--- src/rtl/mem_arbiter_sized.sv ---
// Byte-serial memory controller: arbitrates NUM_PORTS requesters onto an 8-bit RAM/IO bus,
// one byte/half/word access in flight at a time, zero-extended read data.

module mem_arbiter_sized_lane #(
    parameter int LANE = 0
) (
    input  logic       cap_en,
    input  logic [1:0] cnt,
    input  logic [7:0] din,
    input  logic [7:0] cur,
    output logic [7:0] nxt
);
    // First captured byte of a read clears the upper lanes, giving zero extension.
    always_comb begin
        nxt = cur;
        if (cap_en) begin
            if (cnt == 2'(LANE))  nxt = din;
            else if (cnt == 2'd0) nxt = 8'h00;
        end
    end
endmodule

module mem_arbiter_sized #(
    parameter int NUM_PORTS = 2,
    parameter int PRIO_MODE = 0
) (
    input  logic                       clk_in,
    input  logic                       rst_in,
    input  logic                       rdy_in,
    input  logic [7:0]                 mem_din,
    output logic [7:0]                 mem_dout,
    output logic [31:0]                mem_a,
    output logic                       mem_wr,
    input  logic [NUM_PORTS-1:0]       req_valid,
    input  logic [NUM_PORTS-1:0]       req_wr,
    input  logic [NUM_PORTS-1:0][1:0]  req_size,
    input  logic [NUM_PORTS-1:0][31:0] req_addr,
    input  logic [NUM_PORTS-1:0][31:0] req_wdata,
    output logic [NUM_PORTS-1:0]       req_ready,
    output logic [31:0]                resp_data
);
    localparam int PW = (NUM_PORTS > 1) ? $clog2(NUM_PORTS) : 1;

    typedef enum logic [1:0] {IDLE = 2'd0, XFER = 2'd1, DONE = 2'd2} state_t;

    typedef struct packed {
        logic        wr;
        logic [1:0]  last;
        logic [31:0] wdata;
    } xact_t;

    state_t                state_q, state_d;
    xact_t                 xact_q, xact_d;
    logic [PW-1:0]         grant_q, grant_d;
    logic [PW-1:0]         ptr_q, ptr_d;
    logic [1:0]            cnt_q, cnt_d;
    logic [31:0]           mem_a_q, mem_a_d;
    logic [7:0]            mem_dout_q, mem_dout_d;
    logic                  mem_wr_q, mem_wr_d;
    logic [NUM_PORTS-1:0]  req_ready_q, req_ready_d;
    logic [3:0][7:0]       resp_q, resp_d;

    logic                  gnt_vld;
    logic [PW-1:0]         gnt_idx, gnt_nxt, cand;
    logic                  cap_en;

    // Later loop iterations override earlier ones: ascending gives highest index,
    // descending offsets from the pointer gives the first port at or after it.
    always_comb begin
        gnt_vld = 1'b0;
        gnt_idx = '0;
        cand    = '0;
        if (PRIO_MODE != 0) begin
            for (int i = 0; i < NUM_PORTS; i++) begin
                cand = PW'(i);
                if (req_valid[cand]) begin
                    gnt_vld = 1'b1;
                    gnt_idx = cand;
                end
            end
        end else begin
            for (int i = NUM_PORTS - 1; i >= 0; i--) begin
                cand = PW'((int'(ptr_q) + i) % NUM_PORTS);
                if (req_valid[cand]) begin
                    gnt_vld = 1'b1;
                    gnt_idx = cand;
                end
            end
        end
        gnt_nxt = (int'(gnt_idx) == NUM_PORTS - 1) ? '0 : gnt_idx + 1'b1;
    end

    always_comb begin
        state_d     = state_q;
        xact_d      = xact_q;
        grant_d     = grant_q;
        ptr_d       = ptr_q;
        cnt_d       = cnt_q;
        mem_a_d     = mem_a_q;
        mem_dout_d  = mem_dout_q;
        mem_wr_d    = mem_wr_q;
        req_ready_d = req_ready_q;
        cap_en      = 1'b0;
        if (rdy_in) begin
            unique case (state_q)
                IDLE: begin
                    if (gnt_vld) begin
                        xact_d.wr    = req_wr[gnt_idx];
                        xact_d.wdata = req_wdata[gnt_idx];
                        case (req_size[gnt_idx])
                            2'd0:    xact_d.last = 2'd0;
                            2'd1:    xact_d.last = 2'd1;
                            default: xact_d.last = 2'd3;
                        endcase
                        grant_d = gnt_idx;
                        if (PRIO_MODE == 0) ptr_d = gnt_nxt;
                        mem_a_d    = req_addr[gnt_idx];
                        mem_wr_d   = req_wr[gnt_idx];
                        mem_dout_d = req_wdata[gnt_idx][7:0];
                        cnt_d      = 2'd0;
                        state_d    = XFER;
                    end
                end
                XFER: begin
                    cap_en = !xact_q.wr;
                    if (cnt_q == xact_q.last) begin
                        mem_wr_d             = 1'b0;
                        req_ready_d          = '0;
                        req_ready_d[grant_q] = 1'b1;
                        state_d              = DONE;
                    end else begin
                        cnt_d      = cnt_q + 2'd1;
                        mem_a_d    = mem_a_q + 32'd1;
                        mem_dout_d = xact_q.wdata[{cnt_d, 3'b000} +: 8];
                    end
                end
                DONE: begin
                    req_ready_d = '0;
                    state_d     = IDLE;
                end
                default: state_d = IDLE;
            endcase
        end
    end

    for (genvar b = 0; b < 4; b++) begin : g_lane
        mem_arbiter_sized_lane #(.LANE(b)) u_lane (
            .cap_en (cap_en),
            .cnt    (cnt_q),
            .din    (mem_din),
            .cur    (resp_q[b]),
            .nxt    (resp_d[b])
        );
    end

    always_ff @(posedge clk_in or negedge rst_in) begin
        if (!rst_in) begin
            state_q     <= IDLE;
            xact_q      <= '0;
            grant_q     <= '0;
            ptr_q       <= '0;
            cnt_q       <= '0;
            mem_a_q     <= '0;
            mem_dout_q  <= '0;
            mem_wr_q    <= 1'b0;
            req_ready_q <= '0;
            resp_q      <= '0;
        end else begin
            state_q     <= state_d;
            xact_q      <= xact_d;
            grant_q     <= grant_d;
            ptr_q       <= ptr_d;
            cnt_q       <= cnt_d;
            mem_a_q     <= mem_a_d;
            mem_dout_q  <= mem_dout_d;
            mem_wr_q    <= mem_wr_d;
            req_ready_q <= req_ready_d;
            resp_q      <= resp_d;
        end
    end

    assign mem_a     = mem_a_q;
    assign mem_dout  = mem_dout_q;
    assign mem_wr    = mem_wr_q;
    assign req_ready = req_ready_q;
    assign resp_data = resp_q;
endmodule

--- config.mk ---
export PLATFORM = sky130hd
export DESIGN_NAME = mem_arbiter_sized
export DESIGN_NICKNAME = d
export VERILOG_FILES = /design/src/rtl/mem_arbiter_sized.sv
export SDC_FILE = /design/constraint.sdc
export NUM_CORES = 1
export LEC_CHECK = 0
export CORE_MARGIN = 2
export CORE_UTILIZATION = 49
export CTS_CLUSTER_DIAMETER = 30
export DETAILED_ROUTE_END_ITERATION = 8
export PLACE_DENSITY = 0.82
export SYNTH_ARGS = -nofsm -noshare
export SYNTH_HDL_FRONTEND = slang
export SYNTH_SLANG_ARGS = --single-unit
--- constraint.sdc ---
create_clock -name clk_in -period 5.3 [get_ports clk_in]
set_input_delay 1.325 -clock clk_in [delete_from_list [all_inputs] [get_ports clk_in]]
set_output_delay 1.325 -clock clk_in [all_outputs]
set_load 0.01 [all_outputs]
After elaboration in Yosys (flattened, before gate mapping)
Cells that the tools add are included.
- equality and inequality tests: 10
- shifts and indexed selects: 1
- reductions and logical operators: 19
- mux-type cells: 43
- magnitude comparators: 5
- $add $sub $neg: 4
- operator list (operator ; number):
    two-way mux 32 bit ; 6
    one-hot mux 32 bit (2 select lines) ; 1
    two-way mux 8 bit ; 6
    adder 32 x 1 -> 32 bit (second input constant) ; 1
    indexed part select 32 x 6 -> 8 bit ; 1
    two-way mux 1 bit ; 16
    one-hot mux 2 bit (2 select lines) ; 4
    one-hot mux 8 bit (2 select lines) ; 1
    two-way mux 2 bit ; 7
    nonzero test 2 bit ; 5
    AND reduction 3 bit ; 3
    < comparator 1 x 2 -> 1 bit (second input constant) ; 4
    AND reduction 2 bit ; 4
    AND reduction 4 bit ; 2
    equality test 2 x 1 -> 1 bit (second input constant) ; 3
    equality test 2 bit (second input constant) ; 3
    logical NOT 2 bit ; 3
    inequality test 2 bit (second input constant) ; 3
    adder 1 bit (second input constant) ; 2
    adder 2 x 1 -> 2 bit (second input constant) ; 1
    equality test 2 bit ; 1
    one-hot mux 1 bit (2 select lines) ; 1
    demux 1 bit (select 1 bit) ; 1
    >= comparator 1 bit (second input constant) ; 1
    2 further kinds ; 2
- register bits after elaboration: 116
- input port bits: 147
- output and inout bits: 75

Depth between registers and ports, before layout
Gate-level depths: netlist of the first run.
- word-level depth: 9
- depth in mapped cells: 8
- depth with buffers taken out: 6

Modules after synthesis
From an unflattened synthesis of the first run, not the netlist that was laid out.
- cell total of the unflattened synthesis: 706
- area, all modules: 6483.7 µm²
- by module, submodules not included (module ; cells each ; times used ; sequential area each (µm²) ; area each (µm²)):
    mem_arbiter_sized ; 620 ; 1 ; 2902.8 ; 5855.6
    mem_arbiter_sized_lane (g_lane[1].u_lane ...) ; 27 ; 2 ; 0.0 ; 170.2
    mem_arbiter_sized_lane (g_lane[3].u_lane) ; 23 ; 1 ; 0.0 ; 178.9
    mem_arbiter_sized_lane (g_lane[0].u_lane) ; 9 ; 1 ; 0.0 ; 108.9

Least setup slack after synthesis of the first run
Ideal clock, no wire load.
- kind: in2reg
- start point: in req_valid[1]
- end point: reg mem_a_q[29], in the netlist mem_a[29]
- slack: 2.684 ns
- stages: 6
- arrival: 2.483 ns
- cells stage by stage: a21boi_1 > clkbuf_1 > buf_2 > mux2_2 > a22oi_1 > o211ai_1
- cells in the longest elaborated chain, start to end: 8
- elaborated cells between the ends (all ways): 14
- those cells by class: eq/ne (1); mux (12); reduce/logical (1)
- ends and longest elaborated chain (item ; RTL line ; source):
    start, declared ; 34 ; input logic [NUM_PORTS-1:0] req_valid,
    two-way mux 1 bit (implied by the code) (2 in series) ; 84 ; if (req_valid[cand]) begin
    two-way mux 1 bit (2 in series) ; 84 ;
    two-way mux 32 bit (implied by the code) (2 in series) ; 117 ; mem_a_d = req_addr[gnt_idx];
    two-way mux 32 bit ; 107 ; if (gnt_vld) begin
    one-hot mux 32 bit (2 select lines) ; 105 ; unique case (state_q)
    end signal, assigned ; 174 ; mem_a_q <= mem_a_d;
    end, declared ; 57 ; logic [31:0] mem_a_q, mem_a_d;
Parallel ways exist; a longest one is shown, timed or not. The select of a mux whose other input is x is not followed.
A chain may end at the register's enable or synchronous reset.

Worst setup path in the final report of the first run
- start point: in rdy_in
- end point: reg xact_q[34] (netlist bit)
- cells in the longest elaborated chain, start to end: 1
- ends and longest elaborated chain (item ; RTL line ; source):
    start, declared ; 29 ; input logic rdy_in,
    AND reduction 3 bit (no line) ; n/a ;
    end signal, assigned ; 170 ; xact_q <= xact_d;
    end, declared ; 53 ; xact_t xact_q, xact_d;
Every way passes these cells.

==> results of run 1 <==
## worst reg2reg max path, cell delays in order, from the launching register on
cell and delay (ns):
dfrtp_1 0.82, xor2_1 0.47, o311a_2 0.22, buf_4 0.34
nand2_1 0.28, or4_1 0.59, nand3_1 0.11
## path summary, 6_finish.rpt
| path | from | to | slack [ns] | cells past startpoint |
|---|---|---|---|---|
| worst min register to register | mem_dout[2] | mem_dout[2] | 0.48 | 1 |
| min in group asynchronous | rst_in | resp_data[24] | 1.03 | 1 |
| worst min-delay path | mem_dout[2] | mem_dout[2] | 0.48 | 1 |
| worst max register to register | cnt_q[0] | mem_a[27] | 2.41 | 6 |
| worst max-delay path | rdy_in | xact_q[34] | 1.81 | 7 |
| max in group asynchronous | rst_in | resp_data[20] | 3.11 | 2 |
## synth_stat cells (7+ instances only)
cell type | number | area (um2)
nor2_1 | 38 | 142.6
mux2_2 | 11 | 123.9
nand3_1 | 68 | 340.3
mux4_2 | 8 | 180.2
clkbuf_1 | 29 | 108.9
a21o_1 | 13 | 97.59
buf_2 | 9 | 45.04
nand2_1 | 125 | 469.2
mux2_1 | 11 | 123.9
dfrtp_1 | 116 | 2903
a22o_1 | 22 | 192.7
a211oi_1 | 8 | 60.06
o21ai_1 | 30 | 150.1
o22ai_1 | 7 | 43.79
mux2i_1 | 17 | 170.2
a21oi_1 | 28 | 140.1
## cell type report
cell class	instances	area (um2)	share of cell area [%]
timing repair buffer	228	2275	24.79
clock buffer	19	432.9	4.718
tap	172	215.2	2.346
multi-input combinational	493	3171	34.56
inverter	7	26.28	0.2864
clock inverter	13	152.6	1.664
sequential	116	2903	31.64
## state kept, by name, summed over array words and instances, names as in the netlist
signal and cells:
xact_q 35, mem_a 32, resp_data 32, mem_dout 8, cnt_q 2, req_ready 2
state_q 2, grant_q 1, mem_wr 1, ptr_q 1
## cells by family (layout without fill, tap and decap cells)
family	Yosys count	in the layout	share of synthesized area (%)
simple gates	278	278	21.33
compound gates	161	161	17.95
flops	116	116	46.59
buf+inv	51	267	3.253
mux	47	47	9.598
fa+ha+maj	5	5	1.004
xor+xnor	2	2	0.2812
## power breakdown
part | total, mW | switching [mW] | internal [mW]
logic | 2.36 | 1.19 | 1.17
registers | 1.70 | 0.411 | 1.29
clock network | 1.12 | 0.420 | 0.698
total | 5.18 | 2.02 | 3.16
## routing by layer
metal | track usage (%) | vias to the layer above
li1 | - | 2824
met1 | 37.35 | 3023
met2 | 48.17 | 357
met3 | 6.435 | 57
met4 | 10.90 | 0
met5 | 0 | -
## cells in the final DEF, fill, tap and decap left out, drive strengths merged, types with 9 or more instances in the layout
| cell type | synthesis | routed |
|---|---|---|
| a21o | 13 | 13 |
| a21oi | 28 | 28 |
| a22o | 22 | 22 |
| clkbuf | 29 | 19 |
| clkdlybuf4s50 | 0 | 220 |
| dfrtp | 116 | 116 |
| inv | 7 | 9 |
| mux2 | 22 | 22 |
| mux2i | 17 | 17 |
| nand2 | 126 | 126 |
| nand3 | 69 | 69 |
| nand4 | 9 | 9 |
| nor2 | 38 | 38 |
| o21ai | 32 | 32 |
## through the flow
stage | util, % | setup WS [ns] | hold WS [ns] | cells | instance area [um2]
3_5_place_dp | 68.62 | 1.435 | 0.4693 | 1016 | 8589
2_1_floorplan | - | 2.684 | 0.4509 | 660 | 6231
5_1_grt | 73.30 | 1.632 | 0.5044 | 1048 | 9175
3_3_place_gp | 68.62 | 1.522 | 0.4641 | 1016 | 8589
4_1_cts | 73.30 | 1.841 | 0.4812 | 1048 | 9175
6_report | 73.30 | 1.808 | 0.4813 | 1048 | 9175
==> summary by stage, run 1 <==
Layout
Compared with the post-synthesis result, the final layout area differs by 47.25%. The final-layout fill cell count is between 900 and 1000. The layout net count is 1015.

The number of antenna diodes in the final layout is 0. Cells with a size suffix above 1 make up 8.904% of the layout.

Synthesis
Counting flops with a built-in enable in the synthesized netlist gives 0. Summing every instance area after synthesis gives roughly 0.0062 mm2. Synthesis produced 660 cells. The post-synthesis average cell area is 9.441 um2. The count of unique library cells instantiated by Yosys is 62.

In this run, synthesis produced a sequential element count of approximately 120. Yosys printed 0 warnings. Sequential cells were found to cover around 47% of the synthesized design area. For this run, the leading register cell type out of synthesis is dfrtp_1. After synthesis, the share of flip-flops with an asynchronous set or reset is 100.0%.

When the netlist entered floorplanning its net count stood at 812.

Power
For this design the static power due to leakage is 3.833 nW. The largest voltage drop on the vdd net is 0.0002693 V. The overall power after layout is 5.181 mW. For this design the ratio of total power to cell area is ~560 mW/mm2.

Die
The number of rows in the core area is 41. For this design the top-level I/O count stands at 222. The core region is roughly 0.013 mm2. The initial utilization of the core area, before any placement, comes to 49.78%. In this run the horizontal extent of the chip is approximately 120 um. The die outline height is approximately 120 um. The die covers 0.01363 mm2.

Critical path
At the worst endpoint, the arrival time is around 3.8 ns. In this design, the stage delay of the slowest critical-path cell is 0.82 ns. Together, buffers and inverters on the worst path number 2. Walking the worst path, the cells encountered are clkdlybuf4s50_1 -> and2b_1 -> o211ai_1 -> buf_4 -> nor2_2 -> a22o_1 -> a21o_1.

The endpoint kind of the worst setup timing path is a register. The startpoint type of the worst setup path is a primary input. Among all stages on the critical path, the largest delay is contributed by nor2_2. Grouping stages by cell kind, the critical path spends the most delay in simple AND/OR/NAND/NOR gates. The data required time of the worst path is approximately 5.7 ns. The start-to-end type of the worst setup path is in2reg.

Of all nets on the critical path, the largest fanout is 47.

STA
The number of endpoints with negative hold slack in the final report was 0. In the final timing run, aggregate negative setup slack is 0 ns. The maximum clock frequency is 286.4 MHz.

The final clock skew is about 0.0074 ns. The number of setup violations in the final report is 0. The measured slew at the worst slew-check pin is 1.009 ns. The worst pin sits at a relative slew slack of 32.69%.

The worst path uses about two thirds of the clock period. Subtracting the final worst setup slack from the clock period gives 3.492 ns. Setup repair after global routing left no endpoint under its margin.

The count of pins over their slew limit is 0.

Hold path
The kind of path behind the tightest hold check is reg2reg.

Clocking
The maximum buffer depth of the clock tree is 2. The number of buffers inserted for hold repair after clock tree synthesis is 0. The depth of the CTS H-tree is 4. The tree built by TritonCTS fans out to roughly 120 sinks. The post-CTS repair timing setup buffer count is 0. The cell sitting at the root of the clock tree is a clkbuf_16. Clock latency on the worst-skew pair, taken at its later pin, is 0.41 ns. Clock-pin slew was measured on the worst setup and hold paths at 0.06 ns.

The number of buffers created by CTS is 17. The quantity of gates resized following cts is 0. The clock tree from TritonCTS is done.

Global routing
The first-pass GRT wire length is just over 30 mm. The overall routing resource usage is 28.98%. The via count of the first global-routing pass was about 6000. The number of antenna violations at the first check in global routing is 0. The sum of overflow across all layers after global routing is 0.

The maximum number of pins on one net before global-route repair is 72.

Place
Routability-driven placement finished with a final weighted congestion of between 0.8 and 0.9. The sum of net half-perimeters after detailed placement is 14.11 mm. During placement, the flow inserted port buffers numbering 221.

Detailed routing
The number of vias per cell is 5.974. The iteration count of the initial detailed-routing pass is 5. Summed over all layers, the routed wires come to 19.67 mm. In the routed design, unresolved DRC markers number 0. The first routing iteration left 605 violations. Dividing the detail-routed wire length by the instance count gives 18.77 um. The met1 wire length is between 7 and 8 mm. The detailed-routed wire length on met3 is roughly 1.6 mm. The total number of vias is 6261. Summed over all nets, wire length on met2 after detailed routing comes to 9.772 mm. The highest layer touched by signal routing is met4. In this run the remaining antenna-violating nets after routing total 0.

Status
The flow ran to the end, and the final reports show no timing, DRC or antenna violations.

Job
The max capacitance violation total is 0.
Note: power is estimated with default switching activity, not from simulation.
==> run 2, diff against run 1 <==
CORE_UTILIZATION = 46   (was 49)
PLACE_DENSITY = 0.78   (was 0.82)
clock period = 3.5 ns   (was 5.3 ns; I/O delays follow)
==> run 2 against run 1 <==
Critical path depth is the same. Flip-flop and latch count is the same. Die area grew 6.3%. Sequential power grew 51%. Clock power grew 45%. Wire length shrank 1.3%. Final cell count grew 0.67%. Register-to-register slack lost 1.2 ns. Via count shrank 2.9%. Highest routed layer unchanged.
==> summary by stage, run 2 (synthesis gave the netlist of run 1 again) <==
Status
The run finished with clean final reports.

Critical path
STA classifies the critical path startpoint as a primary input. The largest fanout of any net on the critical path is 35 (-26%). By startpoint and endpoint, the worst setup path is classified as in2reg.

The logic depth of the worst register-to-register path was 6 (unchanged). The endpoint kind of the worst setup timing path is a register. The critical path arrival was 2.90 ns (-0.94 ns).

The data required time of the worst path is 3.79 ns (-1.86 ns).

Detailed routing
The antenna violation net count after detailed routing is 0 (unchanged). The total number of vias was 6079 (-2.9%). The number of DRC markers in iteration 0 came to 562 (-7.1%). The DRC violation count after routing is 0 (unchanged). The routed wire length is 19.41 mm (-1.3%). The iteration count of the initial detailed-routing pass is 5 (unchanged). The detail-routed net length per standard cell is 18.40 um (-2.0%). The number of vias per cell is 5.762 (-3.6%).

STA
The tightest slew margin relative to the limit is 48.09% (+15 points). The number of endpoints with negative hold slack in the final report is 0 (unchanged). The shortest clock period the worst path allows after layout is 2.603 ns.

The count of pins over their slew limit came to 0 (unchanged). The measured slew at the worst slew-check pin is 0.7787 ns (-0.2298 ns). The final clock skew is 0.007339 ns (-0.00001754 ns). The maximum clock frequency is ~380 MHz. Setup repair after global routing left no endpoint under its margin. The number of setup violations in the final report came to 0 (unchanged). The final clock period utilization by the worst path is 74.38%. The setup total negative slack is 0 ns (unchanged).

Layout
From synthesis to final layout, the design area changed by 47.47%. The layout cell share with drive strength beyond 1 came to 9.101% (+0.20 points). The number of flip-flops in the largest register is 35 (unchanged). The diode insertion count for antenna repair is 0 (unchanged). The largest register by flop count is xact_q. The footprint of the flip-flops and latches is 0.002903 mm2 (unchanged). The layout net count is 1021 (+0.59%).

The number of non-filler instances in the completed layout is 1055 (+0.67%). The area of the multi-input gates is 0.003168 mm2 (about the same). The final-layout fill cell count is 1050 (+14%). The top cell types in the final layout, fill and taps aside, are clkdlybuf4s50_1 (220), nand2_1 (125), dfrtp_1 (116). The library cell used most frequently in the layout, excluding fill and tap cells, is clkdlybuf4s50_1.

Die
The die area is 0.01449 mm2 (+6.3%). The number of rows in the core area is 42 (+2.4%). The core area was 0.01324 mm2 (+5.8%).

The initial cell density of the core is 47.05% (-2.7 points). The width of the die is 120.4 um (+3.1%). The number of ports placed on the die boundary is 222 (unchanged). The die outline height is 120.4 um (+3.1%).

Power
The largest voltage drop on the vdd net is 0.0004352 V (+62%). The leakage power is 3.867 nW (+0.88%). The overall power after layout is 7.780 mW (+50%). The power per unit of standard cell area is 846.7 mW/mm2 (+50%).

Place
The global placement routability congestion is 0.9029 (+1.3%). The sum of net half-perimeters after detailed placement came to 14.26 mm (+1.1%). The placed instance count is 1026 (+0.98%). The port buffer count was 221 (unchanged).

Global routing
The maximum number of pins on one net before global-route repair is 61 (-15%). The via count of the first global-routing pass is 6011 (+0.97%). The overall routing resource usage was 27.01% (-2.0 points). The first-pass GRT wire length is 30.62 mm (+0.61%). The number of antenna violations at the first check in global routing is 0 (unchanged). The sum of overflow across all layers after global routing is 0 (unchanged).

Clocking
The clock net sink count is 116 (unchanged). The post-CTS repair timing setup buffer count is 0 (unchanged). The buffer cell driving the clock tree root is clkbuf_16. The maximum buffer depth of the clock tree is 2 (unchanged). The number of buffers inserted for hold repair after clock tree synthesis is 0 (unchanged). The clock latency of the later-clocked register in the worst-skew pair is 0.40 ns (about the same). TritonCTS built the clock tree. The depth of the CTS H-tree is 4 (unchanged). The quantity of gates resized following cts was 0 (unchanged). The number of buffers created by CTS is 17 (unchanged). The clock slew at the register clock pins of the worst setup and hold paths is 0.05 ns (about the same).

Job
The max capacitance violation total is 0 (unchanged).

Hold path
The kind of path behind the tightest hold check is reg2reg. The depth of the worst hold-timing path is 1 (unchanged).
[run 2: layout make-up]
cell class	instances	share of cell area [%]
Sequential cell	116	31.59
Clock inverter	5	0.5447
Multi-Input combinational cell	493	34.48
Tap cell	176	2.397
Timing Repair Buffer	234	25.25
Clock buffer	24	5.460
Inverter	7	0.2859
[run 2: worst max-delay path, cell delays in order]
cell and delay [ns]:
clkdlybuf4s50_1 0.52, or3_1 0.44, o311ai_4 0.11, buf_4 0.39
buf_4 0.28, a211oi_1 0.08, a21o_1 0.19
[run 2: per-stage QoR]
| step | cell area, um2 | setup slack, ns | utilization (%) | hold slack [ns] |
|---|---|---|---|---|
| finish | 9189 | 0.8967 | 69.39 | 0.4746 |
| global route | 9189 | 0.8101 | 69.39 | 0.4985 |
| CTS | 9189 | 0.9313 | 69.39 | 0.4772 |
| detailed placement | 8637 | 0.5209 | 65.22 | 0.4659 |
| global placement | 8637 | 0.5631 | 65.22 | 0.4659 |
| floorplan | 6231 | 1.334 | - | 0.4509 |
[run 2: path summary, 6_finish.rpt]
kind / from / to / slack, ns
worst max-delay path: req_valid[0] / mem_dout[3] / 0.90
worst min-delay path: mem_dout[7] / mem_dout[7] / 0.47
worst max register to register: mem_a[0] / mem_a[30] / 1.23
worst min register to register: mem_dout[7] / mem_dout[7] / 0.47
max in group asynchronous: rst_in / mem_a[6] / 2.15
min in group asynchronous: rst_in / xact_q[19] / 0.55
[run 2: routing by layer]
metal	vias to the layer above	part of all wire, %	track usage (%)
li1	2823	-	-
met1	2920	41	34.24
met2	295	49	45.02
met3	41	7.1	6.651
met4	0	2.8	9.666
met5	-	0	0
[run 2: where the power goes]
part,switching (mW),internal [mW],total [mW]
sequential,0.611,1.96,2.57
combinational,1.79,1.80,3.59
clock,0.569,1.05,1.62
total,2.97,4.81,7.78
==> run 3, diff against run 2 <==
clock period = 2.55 ns   (was 3.5 ns; I/O delays follow)
==> run 3 against run 2 <==
Flip-flop and latch count did not move. Clock power increased by 48%. Wire length grew 3.3%. Via count rose by 2.2%. Hold slack worse by 0.26 ns. Combinational power up 41%. Utilization increased by 1.5 points. First-iteration DRC count up 19%. Clock skew grew 0.0042 ns. Non-clock buffer count grew 12. Die area unchanged. Critical path depth shrank 6.
==> summary by stage, run 3 (synthesis gave the netlist of run 1 again) <==
Status
The run finished with clean final reports.

Critical path
The critical path arrival is 1.58 ns (-1.32 ns). The start-to-end type of the worst setup path is reg2out. The signal on the critical path passes through clkdlybuf4s50_1.

The endpoint kind of the worst setup timing path is an output pin. The logic depth of the worst register-to-register path is 6 (unchanged). The largest fanout of any net on the critical path came to 7 (-80%). The worst path buffer plus inverter count came to 1 (-2).

The register-to-register setup slack is 0.46 ns (-0.77 ns). The maximum cell stage delay along the critical path is 0.62 ns (+0.10 ns). The instance count on the critical path is 1 (-6).

The slowest stage of the critical path is the clkdlybuf4s50_1 cell. The cell type group with the largest total delay on the critical path is buffers and inverters. The worst setup path is launched from a register.

The data required time of the worst path came to 1.91 ns (-1.88 ns).

Clocking
The number of buffers created by CTS is 17 (unchanged). The maximum buffer depth of the clock tree is 2 (unchanged). The clock slew at the register clock pins of the worst setup and hold paths came to 0.06 ns (about the same).

The post-CTS repair timing setup buffer count is 0 (unchanged). The clock latency of the later-clocked register in the worst-skew pair was 0.41 ns (about the same). The clock tree from TritonCTS is done. The number of buffers inserted for hold repair after clock tree synthesis is 0 (unchanged). The clock net sink count is 116 (unchanged). The depth of the CTS H-tree was 4 (unchanged). The buffer cell driving the clock tree root is clkbuf_16. The quantity of gates resized following cts is 0 (unchanged).

STA
The measured slew at the worst slew-check pin is 0.6912 ns (-0.08752 ns). The final worst-path setup slack came to 0.3329 ns (-0.5638 ns). The tightest slew margin relative to the limit was 53.81% (+5.7 points). The setup total negative slack came to 0 ns (unchanged). Derived from the worst setup path, the maximum achievable clock frequency is 451.0 MHz.

The final clock period utilization by the worst path is 86.95%. Setup repair after global routing left no endpoint under its margin. The number of setup violations in the final report is 0 (unchanged). After layout, the minimum clock period comes to 2.217 ns. The worst hold slack across all endpoints came to 0.2148 ns (-0.2598 ns). The number of endpoints with negative hold slack in the final report is 0 (unchanged).

The count of pins over their slew limit is 0 (unchanged). The final clock skew is 0.01150 ns (+0.004162 ns).

Global routing
The number of antenna violations at the first check in global routing is 0 (unchanged). The sum of overflow across all layers after global routing was 0 (unchanged). The maximum number of pins on one net before global-route repair is 51 (-16%). The via count of the first global-routing pass is 6267 (+4.3%). The overall routing resource usage was 28.03% (+1.0 points).

The first-pass GRT wire length is 31.64 mm (+3.4%).

Job
The max capacitance violation total was 0 (unchanged).

Detailed routing
The total number of vias is 6210 (+2.2%). The iteration count of the initial detailed-routing pass is 5 (unchanged). The number of vias per cell is 5.809 (+0.82%). The detail-routed net length per standard cell is 18.75 um (+1.9%). The routed wire length came to 20.04 mm (+3.3%). The DRC violation count after routing came to 0 (unchanged). The number of DRC markers in iteration 0 was 668 (+19%). The antenna violation net count after detailed routing came to 0 (unchanged).

Place
The total placed instance area is 0.008790 mm2 (+1.8%). The port buffer count is 221 (unchanged). The sum of net half-perimeters after detailed placement is 14.52 mm (+1.8%). The post-placement setup slack is 0.07349 ns (-0.4474 ns). The global placement routability congestion is 0.8755 (-3.0%).

Power
The relative contribution of the clock network to total power was 21.7% (+0.9 points). The internal power component is 6.802 mW (+41%). The net switching share of the total power came to 38.06% (-0.11 points). The share of total power in combinational logic was 46.2% (about the same).

The leakage power is 3.962 nW (+2.5%). The sequential share of power is 32.1% (-0.9 points). The net switching power of the design is 4.180 mW (+41%). The largest voltage drop on the vdd net came to 0.0005032 V (+16%). The power per unit of standard cell area is 1170 mW/mm2 (+38%).

Layout
The final non-filler cell area is 0.009387 mm2 (+2.2%). The layout cell share with drive strength beyond 1 is 10.64% (+1.5 points). The final standard cell utilization of the core was 70.88% (+1.5 points). The layout net count is 1033 (+1.2%).

In the layout the commonest cells are clkdlybuf4s50_1 (220), nand2_1 (125), dfrtp_1 (116). The diode insertion count for antenna repair is 0 (unchanged). The synthesis-to-finish area growth is 50.64%. The number of flip-flops in the largest register is 35 (unchanged). The largest register by flop count is xact_q. The most common library cell in the layout ignoring fill and taps is clkdlybuf4s50_1.

Die
The die outline height is 120.4 um (unchanged). The core area is 0.01324 mm2 (unchanged). The initial cell density of the core is 47.05% (unchanged).

The width of the die is 120.4 um (unchanged). The number of ports placed on the die boundary is 222 (unchanged). The number of rows in the core area was 42 (unchanged). The die area came to 0.01449 mm2 (unchanged).

Hold path
The min-delay analysis places its worst path in the category in2async.
-- run 3: power groups by stage --
stage          Combinational (mW)  Sequential, mW  Clock [mW]
2_1_floorplan                2.66            3.52           0
3_5_place_dp                 5.03            3.51           0
4_1_cts                      5.08            3.50        2.40
3_3_place_gp                 4.87            3.47           0
5_1_grt                      5.49            3.63        2.49
6_report                     5.07            3.53        2.39
-- run 3: metrics by stage --
step | cells | power, mW
detailed placement | 1038 | 8.539
global route | 1069 | 11.61
global placement | 1038 | 8.334
CTS | 1069 | 10.98
floorplan | 660 | 6.187
finish | 1069 | 10.98
-- run 3: layer usage --
metal,wire [um],part of all wire [%],up-vias,global-route usage [%]
li1,-,-,2861,-
met1,7838,39,3008,33.41
met2,10340,52,297,48.80
met3,1290,6.4,44,5.660
met4,579,2.9,0,12.72
met5,0,0,-,0
-- run 3: cell type report --
class / instances / area, um2
Clock buffer: 23 / 498.0
Clock inverter: 8 / 98.84
Fill cell: 971 / 3856
Inverter: 7 / 26.28
Multi-Input combinational cell: 493 / 3168
Sequential cell: 116 / 2903
Tap cell: 176 / 220.2
Timing Repair Buffer: 246 / 2472
-- run 3: path summary, 6_finish.rpt --
path                              from            to
min reg2reg                mem_dout[0]   mem_dout[0]
max in group asynchronous       rst_in     mem_a[12]
max                           mem_a[3]      mem_a[3]
min                             rst_in  resp_data[6]
min in group clk_in        mem_dout[0]   mem_dout[0]
max reg2reg                   cnt_q[0]   mem_dout[5]
